`src/rtl/mem_port_arbiter_pkg.sv`:
```
// Shared definitions for the instruction/data RAM port arbiter:
// access-type codes, FSM state encoding and port identifiers.
package mem_port_arbiter_pkg;

    // Width of the access-type code shared with the external memory interface.
    localparam int EXT_MEM_CWIDTH = 3;

    localparam logic [EXT_MEM_CWIDTH-1:0] TYPE_WORD   = 3'd0;
    localparam logic [EXT_MEM_CWIDTH-1:0] TYPE_HALF_U = 3'd1;
    localparam logic [EXT_MEM_CWIDTH-1:0] TYPE_HALF_S = 3'd2;
    localparam logic [EXT_MEM_CWIDTH-1:0] TYPE_BYTE_U = 3'd3;
    localparam logic [EXT_MEM_CWIDTH-1:0] TYPE_BYTE_S = 3'd4;
    // Codes 5..7 are not listed: every consumer treats them as WORD.

    typedef enum logic [1:0] {
        ST_IDLE    = 2'd0,
        ST_RD_WAIT = 2'd1,
        ST_RMW_RD  = 2'd2,
        ST_RESP    = 2'd3
    } arb_state_t;

    localparam logic PORT_I = 1'b0;
    localparam logic PORT_D = 1'b1;

    // Half-word and byte accesses cover only part of a RAM word.
    function automatic logic is_sub_word(input logic [EXT_MEM_CWIDTH-1:0] acc_type);
        return (acc_type == TYPE_HALF_U) || (acc_type == TYPE_HALF_S) ||
               (acc_type == TYPE_BYTE_U) || (acc_type == TYPE_BYTE_S);
    endfunction

endpackage

```
`src/rtl/mem_lane_unit.sv`:
```
// Combinational byte-lane unit: extracts and extends a load lane from a RAM
// word, merges store bytes into a RAM word, and flags misaligned accesses.
module mem_lane_unit
    import mem_port_arbiter_pkg::*;
(
    input  logic [31:0]               word,
    input  logic [1:0]                pos,
    input  logic [EXT_MEM_CWIDTH-1:0] acc_type,
    input  logic [31:0]               store_data,
    output logic [31:0]               load_val,
    output logic [31:0]               merged_word,
    output logic                      misaligned
);

    logic        is_half;
    logic        is_byte;
    logic        is_signed;
    logic [7:0]  byte_lane;
    logic [15:0] half_lane;

    assign is_half   = (acc_type == TYPE_HALF_U) || (acc_type == TYPE_HALF_S);
    assign is_byte   = (acc_type == TYPE_BYTE_U) || (acc_type == TYPE_BYTE_S);
    assign is_signed = (acc_type == TYPE_HALF_S) || (acc_type == TYPE_BYTE_S);

    assign byte_lane = word[{pos, 3'b000} +: 8];
    assign half_lane = pos[1] ? word[31:16] : word[15:0];

    // Halves must sit on even bytes, words on word boundaries; bytes always fit.
    assign misaligned = is_half ? pos[0] : (is_byte ? 1'b0 : (pos != 2'b00));

    // Load extraction: pick the addressed lane and sign- or zero-extend it.
    always_comb begin
        load_val = word;
        if (is_byte) begin
            load_val = is_signed ? {{24{byte_lane[7]}}, byte_lane} : {24'd0, byte_lane};
        end else if (is_half) begin
            load_val = is_signed ? {{16{half_lane[15]}}, half_lane} : {16'd0, half_lane};
        end
    end

    // Store merge: each byte lane takes new data when the access covers it.
    generate
        for (genvar gi = 0; gi < 4; gi++) begin : g_lane
            logic       lane_en;
            logic [7:0] lane_data;

            assign lane_en   = is_byte ? (pos == 2'(gi)) :
                               is_half ? (pos[1] == 1'(gi / 2)) : 1'b1;
            assign lane_data = is_byte ? store_data[7:0] :
                               is_half ? store_data[8*(gi%2) +: 8] : store_data[8*gi +: 8];
            assign merged_word[8*gi +: 8] = lane_en ? lane_data : word[8*gi +: 8];
        end
    endgenerate

endmodule

```
`src/rtl/mem_port_arbiter.sv`:
```
// Round-robin arbiter sharing one single-port data RAM between an
// instruction-fetch port (I) and a load/store port (D). Sub-word stores run
// as read-modify-write; misaligned accesses get an error response.
module mem_port_arbiter
    import mem_port_arbiter_pkg::*;
#(
    parameter int ADDR_W = 11,
    parameter int TYPE_W = EXT_MEM_CWIDTH
) (
    input  logic              clk,
    input  logic              rst,
    input  logic              i_req,
    input  logic [31:0]       i_addr,
    output logic              i_gnt,
    output logic              i_valid,
    output logic              i_err,
    output logic [31:0]       i_rdata,
    input  logic              d_req,
    input  logic              d_we,
    input  logic [TYPE_W-1:0] d_type,
    input  logic [31:0]       d_addr,
    input  logic [31:0]       d_wdata,
    output logic              d_gnt,
    output logic              d_valid,
    output logic              d_err,
    output logic [31:0]       d_rdata,
    output logic              ram_r_ena,
    output logic              ram_w_ena,
    output logic [ADDR_W-1:0] ram_addr,
    output logic [31:0]       ram_wdata,
    input  logic [31:0]       ram_rdata
);

    arb_state_t                state_reg, state_next;
    logic                      last_grant_reg;
    logic                      txn_port_reg;
    logic                      txn_err_reg;
    logic [EXT_MEM_CWIDTH-1:0] txn_type_reg;
    logic [1:0]                txn_pos_reg;
    logic [31:0]               txn_wdata_reg;
    logic [ADDR_W-1:0]         addr_reg;
    logic [31:0]               i_rdata_reg;
    logic [31:0]               d_rdata_reg;

    logic                      grant_any;
    logic                      grant_port;
    logic                      sel_we;
    logic [EXT_MEM_CWIDTH-1:0] sel_type;
    logic [31:0]               sel_addr;
    logic [31:0]               sel_wdata;
    logic [EXT_MEM_CWIDTH-1:0] lane_type;
    logic [1:0]                lane_pos;
    logic [31:0]               lane_load;
    logic [31:0]               lane_merged;
    logic                      lane_misaligned;
    logic                      unused_addr_bits;

    // Pick the winner (alternating on contention) and mux its request fields.
    always_comb begin
        grant_any = rst && (state_reg == ST_IDLE) && (i_req || d_req);
        if (i_req && d_req) begin
            grant_port = ~last_grant_reg;
        end else if (i_req) begin
            grant_port = PORT_I;
        end else begin
            grant_port = PORT_D;
        end
        if (grant_port == PORT_D) begin
            sel_we    = d_we;
            sel_type  = d_type;
            sel_addr  = d_addr;
            sel_wdata = d_wdata;
        end else begin
            sel_we    = 1'b0;
            sel_type  = TYPE_WORD;
            sel_addr  = i_addr;
            sel_wdata = 32'd0;
        end
    end

    // Byte-within-word and bits above the RAM range do not address the RAM.
    assign unused_addr_bits = ^sel_addr[31:ADDR_W+2];

    // One lane unit serves the alignment check at grant and the later data steps.
    assign lane_type = (state_reg == ST_IDLE) ? sel_type : txn_type_reg;
    assign lane_pos  = (state_reg == ST_IDLE) ? sel_addr[1:0] : txn_pos_reg;

    mem_lane_unit u_lane (
        .word        (ram_rdata),
        .pos         (lane_pos),
        .acc_type    (lane_type),
        .store_data  (txn_wdata_reg),
        .load_val    (lane_load),
        .merged_word (lane_merged),
        .misaligned  (lane_misaligned)
    );

    // Next-state and RAM/grant strobes; enables come straight from state so reset drops them.
    always_comb begin
        state_next = state_reg;
        i_gnt      = 1'b0;
        d_gnt      = 1'b0;
        ram_r_ena  = 1'b0;
        ram_w_ena  = 1'b0;
        ram_wdata  = 32'd0;
        ram_addr   = addr_reg;
        case (state_reg)
            ST_IDLE: begin
                if (grant_any) begin
                    i_gnt    = (grant_port == PORT_I);
                    d_gnt    = (grant_port == PORT_D);
                    ram_addr = sel_addr[ADDR_W+1:2];
                    if (lane_misaligned) begin
                        state_next = ST_RESP;
                    end else if (!sel_we) begin
                        ram_r_ena  = 1'b1;
                        state_next = ST_RD_WAIT;
                    end else if (is_sub_word(sel_type)) begin
                        ram_r_ena  = 1'b1;
                        state_next = ST_RMW_RD;
                    end else begin
                        ram_w_ena  = 1'b1;
                        ram_wdata  = sel_wdata;
                        state_next = ST_RESP;
                    end
                end
            end
            ST_RD_WAIT: state_next = ST_RESP;
            ST_RMW_RD: begin
                ram_w_ena  = 1'b1;
                ram_wdata  = lane_merged;
                state_next = ST_RESP;
            end
            ST_RESP:  state_next = ST_IDLE;
            default:  state_next = ST_IDLE;
        endcase
    end

    // State, transaction capture at grant and load-data registers.
    always_ff @(posedge clk or negedge rst) begin
        if (!rst) begin
            state_reg      <= ST_IDLE;
            last_grant_reg <= PORT_D;
            txn_port_reg   <= PORT_I;
            txn_err_reg    <= 1'b0;
            txn_type_reg   <= TYPE_WORD;
            txn_pos_reg    <= 2'd0;
            txn_wdata_reg  <= 32'd0;
            addr_reg       <= '0;
            i_rdata_reg    <= 32'd0;
            d_rdata_reg    <= 32'd0;
        end else begin
            state_reg <= state_next;
            if (grant_any) begin
                last_grant_reg <= grant_port;
                txn_port_reg   <= grant_port;
                txn_err_reg    <= lane_misaligned;
                txn_type_reg   <= sel_type;
                txn_pos_reg    <= sel_addr[1:0];
                txn_wdata_reg  <= sel_wdata;
                addr_reg       <= sel_addr[ADDR_W+1:2];
            end
            if (state_reg == ST_RD_WAIT) begin
                if (txn_port_reg == PORT_I) begin
                    i_rdata_reg <= lane_load;
                end else begin
                    d_rdata_reg <= lane_load;
                end
            end
        end
    end

    assign i_valid = (state_reg == ST_RESP) && (txn_port_reg == PORT_I);
    assign d_valid = (state_reg == ST_RESP) && (txn_port_reg == PORT_D);
    assign i_err   = i_valid && txn_err_reg;
    assign d_err   = d_valid && txn_err_reg;
    assign i_rdata = i_rdata_reg;
    assign d_rdata = d_rdata_reg;

endmodule

```
`config.mk`:
```
export PLATFORM = sky130hd
export DESIGN_NAME = mem_port_arbiter
export DESIGN_NICKNAME = d
export VERILOG_FILES = /design/src/rtl/mem_port_arbiter_pkg.sv /design/src/rtl/mem_lane_unit.sv /design/src/rtl/mem_port_arbiter.sv
export SDC_FILE = /design/constraint.sdc
export NUM_CORES = 1
export LEC_CHECK = 0
export BUFFER_PORTS_ARGS = -buffer_cell sky130_fd_sc_hd__buf_2
export CAP_MARGIN = 20
export CORE_MARGIN = 2
export CORE_UTILIZATION = 30
export CTS_CLUSTER_DIAMETER = 40
export DETAILED_ROUTE_END_ITERATION = 10
export HOLD_SLACK_MARGIN = 0.15
export PLACE_DENSITY = 0.57
export SYNTH_ARGS = -nofsm -noshare
export SYNTH_HDL_FRONTEND = slang
export SYNTH_SLANG_ARGS = --single-unit
```
`constraint.sdc`:
```
create_clock -name clk -period 2.9 [get_ports clk]
set_input_delay 0.145 -clock clk [delete_from_list [all_inputs] [get_ports clk]]
set_output_delay 0.145 -clock clk [all_outputs]
set_load 0.05 [all_outputs]
```
### After elaboration in Yosys (flattened, before gate mapping)

Cells that the tools add are included.
Widths: inputs -> output; s select.

| cells by class | value |
|---|---|
| bitwise logic cells | 4 |
| reduce and logical (&&, ||, !) cells | 20 |
| shift operators | 1 |
| multiplexer cells | 56 |
| eq/ne operators | 15 |

Operator list:

| kind | number |
|---|---|
| $mux 32 | 9 |
| $mux 8 | 9 |
| $pmux 32 s2 | 1 |
| $shiftx 32x6->8 | 1 |
| $mux 1 | 25 |
| $mux 11 | 2 |
| $mux 16 | 1 |
| $mux 13 | 1 |
| $eq 3x2->1 const B | 4 |
| $eq 2x2->1 const B | 4 |
| $mux 2 | 4 |
| $logic_and 1x1->1 | 7 |
| $logic_or 1x1->1 | 7 |
| $eq 3x1->1 const B | 2 |
| $eq 3x3->1 const B | 2 |
| $mux 3 | 2 |
| $pmux 2 s3 | 1 |
| $eq 2x1->1 const B | 2 |
| $logic_not 2->1 | 2 |
| $not 1->1 | 4 |
| $reduce_and 2->1 | 2 |
| $ne 2x2->1 const B | 1 |
| $pmux 1 s2 | 1 |
| $reduce_bool 2->1 | 1 |
| $reduce_or 2->1 | 1 |

| storage, ports and cells | value |
|---|---|
| output and inout bits | 115 |
| flip-flop bits (word level) | 117 |
| logic and storage cells | 106 |
| input bits | 136 |

### Logic depth before layout (Yosys ltp)

| logic depth | value |
|---|---|
| depth in word-level cells | 12 |
| mapped depth | 13 |
| gate-level depth less buffers | 9 |

### Modules after synthesis

Synthesis repeated with hierarchy kept, for this count alone.

| second synthesis, totals | value |
|---|---|
| cells, all modules | 623 |
| area, all modules | 6,769.0 sq um |

By module, submodules not included:

| module | area each (sq um) | instances | cells an instance | seq. area each (sq um) |
|---|---|---|---|---|
| mem_port_arbiter | 4,977.3 | 1 | 372 | 2,929.1 |
| mem_lane_unit | 1,791.7 | 1 | 251 | 0.0 |

### Least setup slack after synthesis

Ideal clock, no wire load.

| timing | value |
|---|---|
| path type | reg-to-output |
| from | reg state_reg[0] |
| to | out ram_wdata[17] |
| data arrival time | 3.299 ns |
| path slack | -0.544 ns |
| required time | 2.755 ns |
| cell stages (with the launch flop) | 13 |
| buffers on the path | 4 |
| cell sequence | dfrtp_1 inv_1 ha_1 buf_6 buf_6 nor2_1 a21o_1 buf_6 a211oi_2 a311o_1 buf_4 mux2i_1 o21ai_0 |

| between the ends | value |
|---|---|
| word-level cells in the longest chain between the ends | 9 |
| elaborated cells on any way between the ends | 24 |
| those cells by class | 6 x eq/ne; 12 x mux; 6 x reduce/logical |

RTL lines:

| item | RTL line | RTL |
|---|---|---|
| start, declared | mem_port_arbiter.sv:34 | `arb_state_t state_reg, state_next;` |
| start signal, assigned | mem_port_arbiter.sv:153 | `state_reg <= state_next;` |
| $logic_not 2->1 | -- |  |
| $mux 3 | mem_port_arbiter.sv:85 | `assign lane_type = (state_reg == ST_IDLE) ? sel_type : txn_type_reg;` |
| $eq 3x2->1 / $eq 3x3->1 (equally long branches) | mem_lane_unit.sv:22 | `assign is_byte = (acc_type == TYPE_BYTE_U) \|\| (acc_type == TYPE_BYTE_S);` |
| $logic_or 1x1->1 | mem_lane_unit.sv:22 |  |
| $mux 1 (2 in a row) | mem_lane_unit.sv:29 | `assign misaligned = is_half ? pos[0] : (is_byte ? 1'b0 : (pos != 2'b00));` |
| $mux 32 | mem_port_arbiter.sv:113 | `if (lane_misaligned) begin` |
| $mux 32 | mem_port_arbiter.sv:109 | `if (grant_any) begin` |
| $pmux 32 s2 (*) | mem_port_arbiter.sv:107 | `case (state_reg)` |
| end, declared | mem_port_arbiter.sv:30 | `output logic [31:0] ram_wdata,` |

Mark *: on every way between the ends. The rest lies on a longest branch, timed or not.

### Worst setup path in the final report

| timing | value |
|---|---|
| from | reg state_reg[1] |
| to | out ram_wdata[17] |

The elaborated chain is that of the path after synthesis.

==> results_dict.tcl <==
set metrics [dict create \
    hpwl_um 19490 \
    die_y_um 157.0 \
    cts_tree "done" \
    cp-end-kind "output port" \
    crit_type "register to output port" \
    rsz0062_at_grt "yes" \
    clkLatencyLatePin_ns 0.42 \
    ctsHtreeMaxLevel 4 \
    slew_violations 0 \
    hold_violations 0 \
    clkSlewWorstSetupHoldPaths_ns 0.06 \
    synth_edf_count 0 \
    final_area_um2 11130 \
    status "finished, violations left" \
    drt-initial-drc-count 524 \
    comb_power_share_pct 70.2 \
    yosysWarnings 0 \
    static-leakage-power_nw 4.992 \
    ys_types 62 \
    drt_pass1_iterations 5 \
    p_per_area_nw_per_um2 1540 \
    ir_drop_v 0.0006373 \
    cts_buffer_depth 2 \
    crit_path_max_fanout 8 \
    fin_util_pct 48.86 \
    port-buffer-count 212 \
    drive_gt1_share_pct 39.98 \
    fmax_mhz 304.1 \
    power_frac_seq_pct 17.2 \
    p_switching_mw 8.715 \
    synth_area_per_cell_um2 8.812 \
    dieWidth_um 157.0 \
    fin_crit_sh_pct 113.4 \
    gr-usage-all-layers_pct 21.98 \
    setup_viol 36 \
    instances_no_fill 1467 \
    overflow 0 \
    fin_ws_ns -0.3885 \
    synth_area_um2 7023 \
    async_flop_share_pct 100.0 \
    cp_data_arrival_time_ns 3.14 \
    cts-root-buf "clkbuf_16" \
    intPower_mw 8.427 \
    pin_count 251 \
    worst_slew_pin_slew_ns 0.8798 \
    start_util_pct 30.83 \
    grt_pass1_wl_um 41180 \
    swShare_pct 50.84 \
    vias_per_cell 5.226 \
    antenna_left 0 \
    dp_cells 1340 \
    synth.yosys.seq_area_share_pct 41.71 \
    vias 7667 \
    fp.dieArea_um2 24650 \
    antenna_found_initial 3 \
    grt_pass1_vias 7457 \
    rows 55 \
    slew_headroom_pct 41.34 \
    synth_ff_type "dfrtp_1" \
    core_um2 22780 \
    gp_congestion 0.9412 \
    area_growth_pct 58.47 \
    period_needed_ns 3.288 \
    synth_nets 938 \
    cp-start-kind "register" \
    wire_per_inst_um 19.00 \
    nets 1281 \
    synth.area.top_cells "dfrtp_1 (41%), a21oi_1 (6.8%), nand2_1 (5.8%)" \
    tns_ns -9.672 \
    clockPowerShare_pct 12.7 \
    skew_ns 0.008688 \
    cts.sinks 117 \
    hold_path_class "primary input to register" \
    drcViolationCount 0 \
    numCtsBuffers 17 \
    place_area_um2 9069 \
    violations "setup timing" \
    synth_area_leader_cell "dfrtp_1" \
    netlist_instances 797 \
    grt_max_degree 68 \
    worstPathRequired_ns 2.76 \
    ys_ff_latch 117 \
    synth_top_area_share_pct 41.33 \
    max_cap_viol_count 0 \
    drt-total-wl_um 27870 \
]
==> Yosys cell counts (3+ instances only) <==
cell type  number
mux2i_1        37
nand2_1       109
a22o_1         24
buf_6           4
nor3_1          9
buf_4           5
o221ai_1       12
nand3_1        18
o22ai_1        20
and2_1          3
nor2b_1         5
o21bai_4        3
a21oi_1        96
nand2_2         3
inv_1          14
a211o_1         6
a31oi_1        11
o21ai_1        10
nor2_1         96
nor4_1          4
o31ai_1         8
o211ai_1        6
dfrtp_1       116
a31o_2          5
and3_1          3
buf_2          10
mux2_2         23
a31o_1          4
o21ai_0        21
clkbuf_1       40
a22oi_1        13
nor3_2          3
a211oi_1        6
a21oi_2         4
ha_1            5
==> power by group through the flow <==
stage / logic (mW) / registers [mW] / clock network [mW]
2_1_floorplan: 5.74 / 4.28 / 0
3_3_place_gp: 10.3 / 2.93 / 0
3_5_place_dp: 10.4 / 2.94 / 0
4_1_cts: 11.5 / 2.93 / 2.22
5_1_grt: 12.7 / 3.02 / 2.30
6_report: 12.0 / 2.94 / 2.17
==> final timing paths <==
path	startpoint	end	slack, ns	depth (start not counted)
worst max-delay path	state_reg[1]	ram_wdata[17]	-0.39	13
worst min-delay path	ram_rdata[29]	i_rdata[29]	0.16	3
min in group asynchronous	rst	i_rdata[2]	0.42	3
max in group asynchronous	rst	txn_wdata_reg[27]	1.12	4
worst min register to register	addr_reg[2]	addr_reg[2]	0.46	2
worst max register to register	state_reg[1]	state_reg[0]	-0.23	19
==> per-layer routing <==
layer  vias up  wire length [um]  global-route usage [%]
li1       3608                 -                       -
met1      3692             11360                   26.38
met2       306             13660                   37.49
met3        57              1960                   6.002
met4         4               862                   8.388
met5         -                21                       0
==> cell families after synthesis <==
| logic type | share of synthesized area (%) |
|---|---|
| muxes | 9.157 |
| AOI/OAI and AO/OA | 26.63 |
| adders and majority gates | 0.8908 |
| xor gates and xnor gates | 0.2495 |
| buffers and inverters | 4.828 |
| and+or+nand+nor | 16.53 |
| DFF | 41.71 |
==> cell type report <==
class	count	area, um^2
sequential	117	2929
multi-input combinational	607	4199
tap	313	391.6
timing repair buffer	383	2955
fill	2151	11650
antenna	1	2.502
clock inverter	11	148.9
clock buffer	21	450.4
inverter	14	52.55
==> metrics by stage <==
| stage | worst slack, ns | hold WS (ns) | power (mW) |
|---|---|---|---|
| 5_1_grt | -0.4935 | 0.1525 | 18.03 |
| 3_5_place_dp | -0.01576 | 0.3598 | 13.35 |
| 3_3_place_gp | 0.01151 | 0.3608 | 13.27 |
| 6_report | -0.3885 | 0.1576 | 17.14 |
| 4_1_cts | -0.3125 | 0.1506 | 16.61 |
| 2_1_floorplan | -0.1853 | -0.1506 | 10.02 |
==> critical path: stages, from the launching register on <==
cell and delay [ns]:
dfrtp_1 0.39, inv_2 0.08, ha_4 0.24, buf_4 0.15, inv_1 0.05, a31oi_2 0.21, a21o_1 0.23, a211oi_2 0.11
buf_4 0.15, a311o_2 0.47, buf_12 0.17, mux2i_1 0.11, o21ai_1 0.17, buf_6 0.18
==> placed cells by master, fill, tap and decap left out, types with 4 or more instances in the layout <==
cell and instances:
dlygate4sd3_1 64, nor2_1 94, mux2_2 16, mux2_4 7, o22ai_1 16, a22oi_1 13, o211ai_1 6, o22ai_2 4
dfrtp_1 116, o21ai_2 12, nor3_2 5, a21oi_1 96, a22o_1 24, buf_4 96, nand3_1 17, a31o_2 5
ha_1 4, buf_12 17, o221ai_2 5, o221ai_1 7, buf_6 26, nand2_1 107, nor3_1 6, a31o_1 4
a31oi_1 8, inv_1 12, mux2i_1 27, nor4_1 4, o21ai_1 4, clkbuf_16 20, a211o_1 6, mux2i_4 10
a211oi_1 4, a21oi_2 4, o21ai_0 15, buf_2 177, o31ai_1 7, nor2b_1 4
==> timing repair <==
action,CTS,global route
pin swaps,11,13
gates cloned,1,4
setup endpoints to repair,45,50
hold buffers,64,0
hold endpoints to repair,103,0
resized for setup,91,38
buffers inserted,19,7
(Power assumes the default switching activity.)
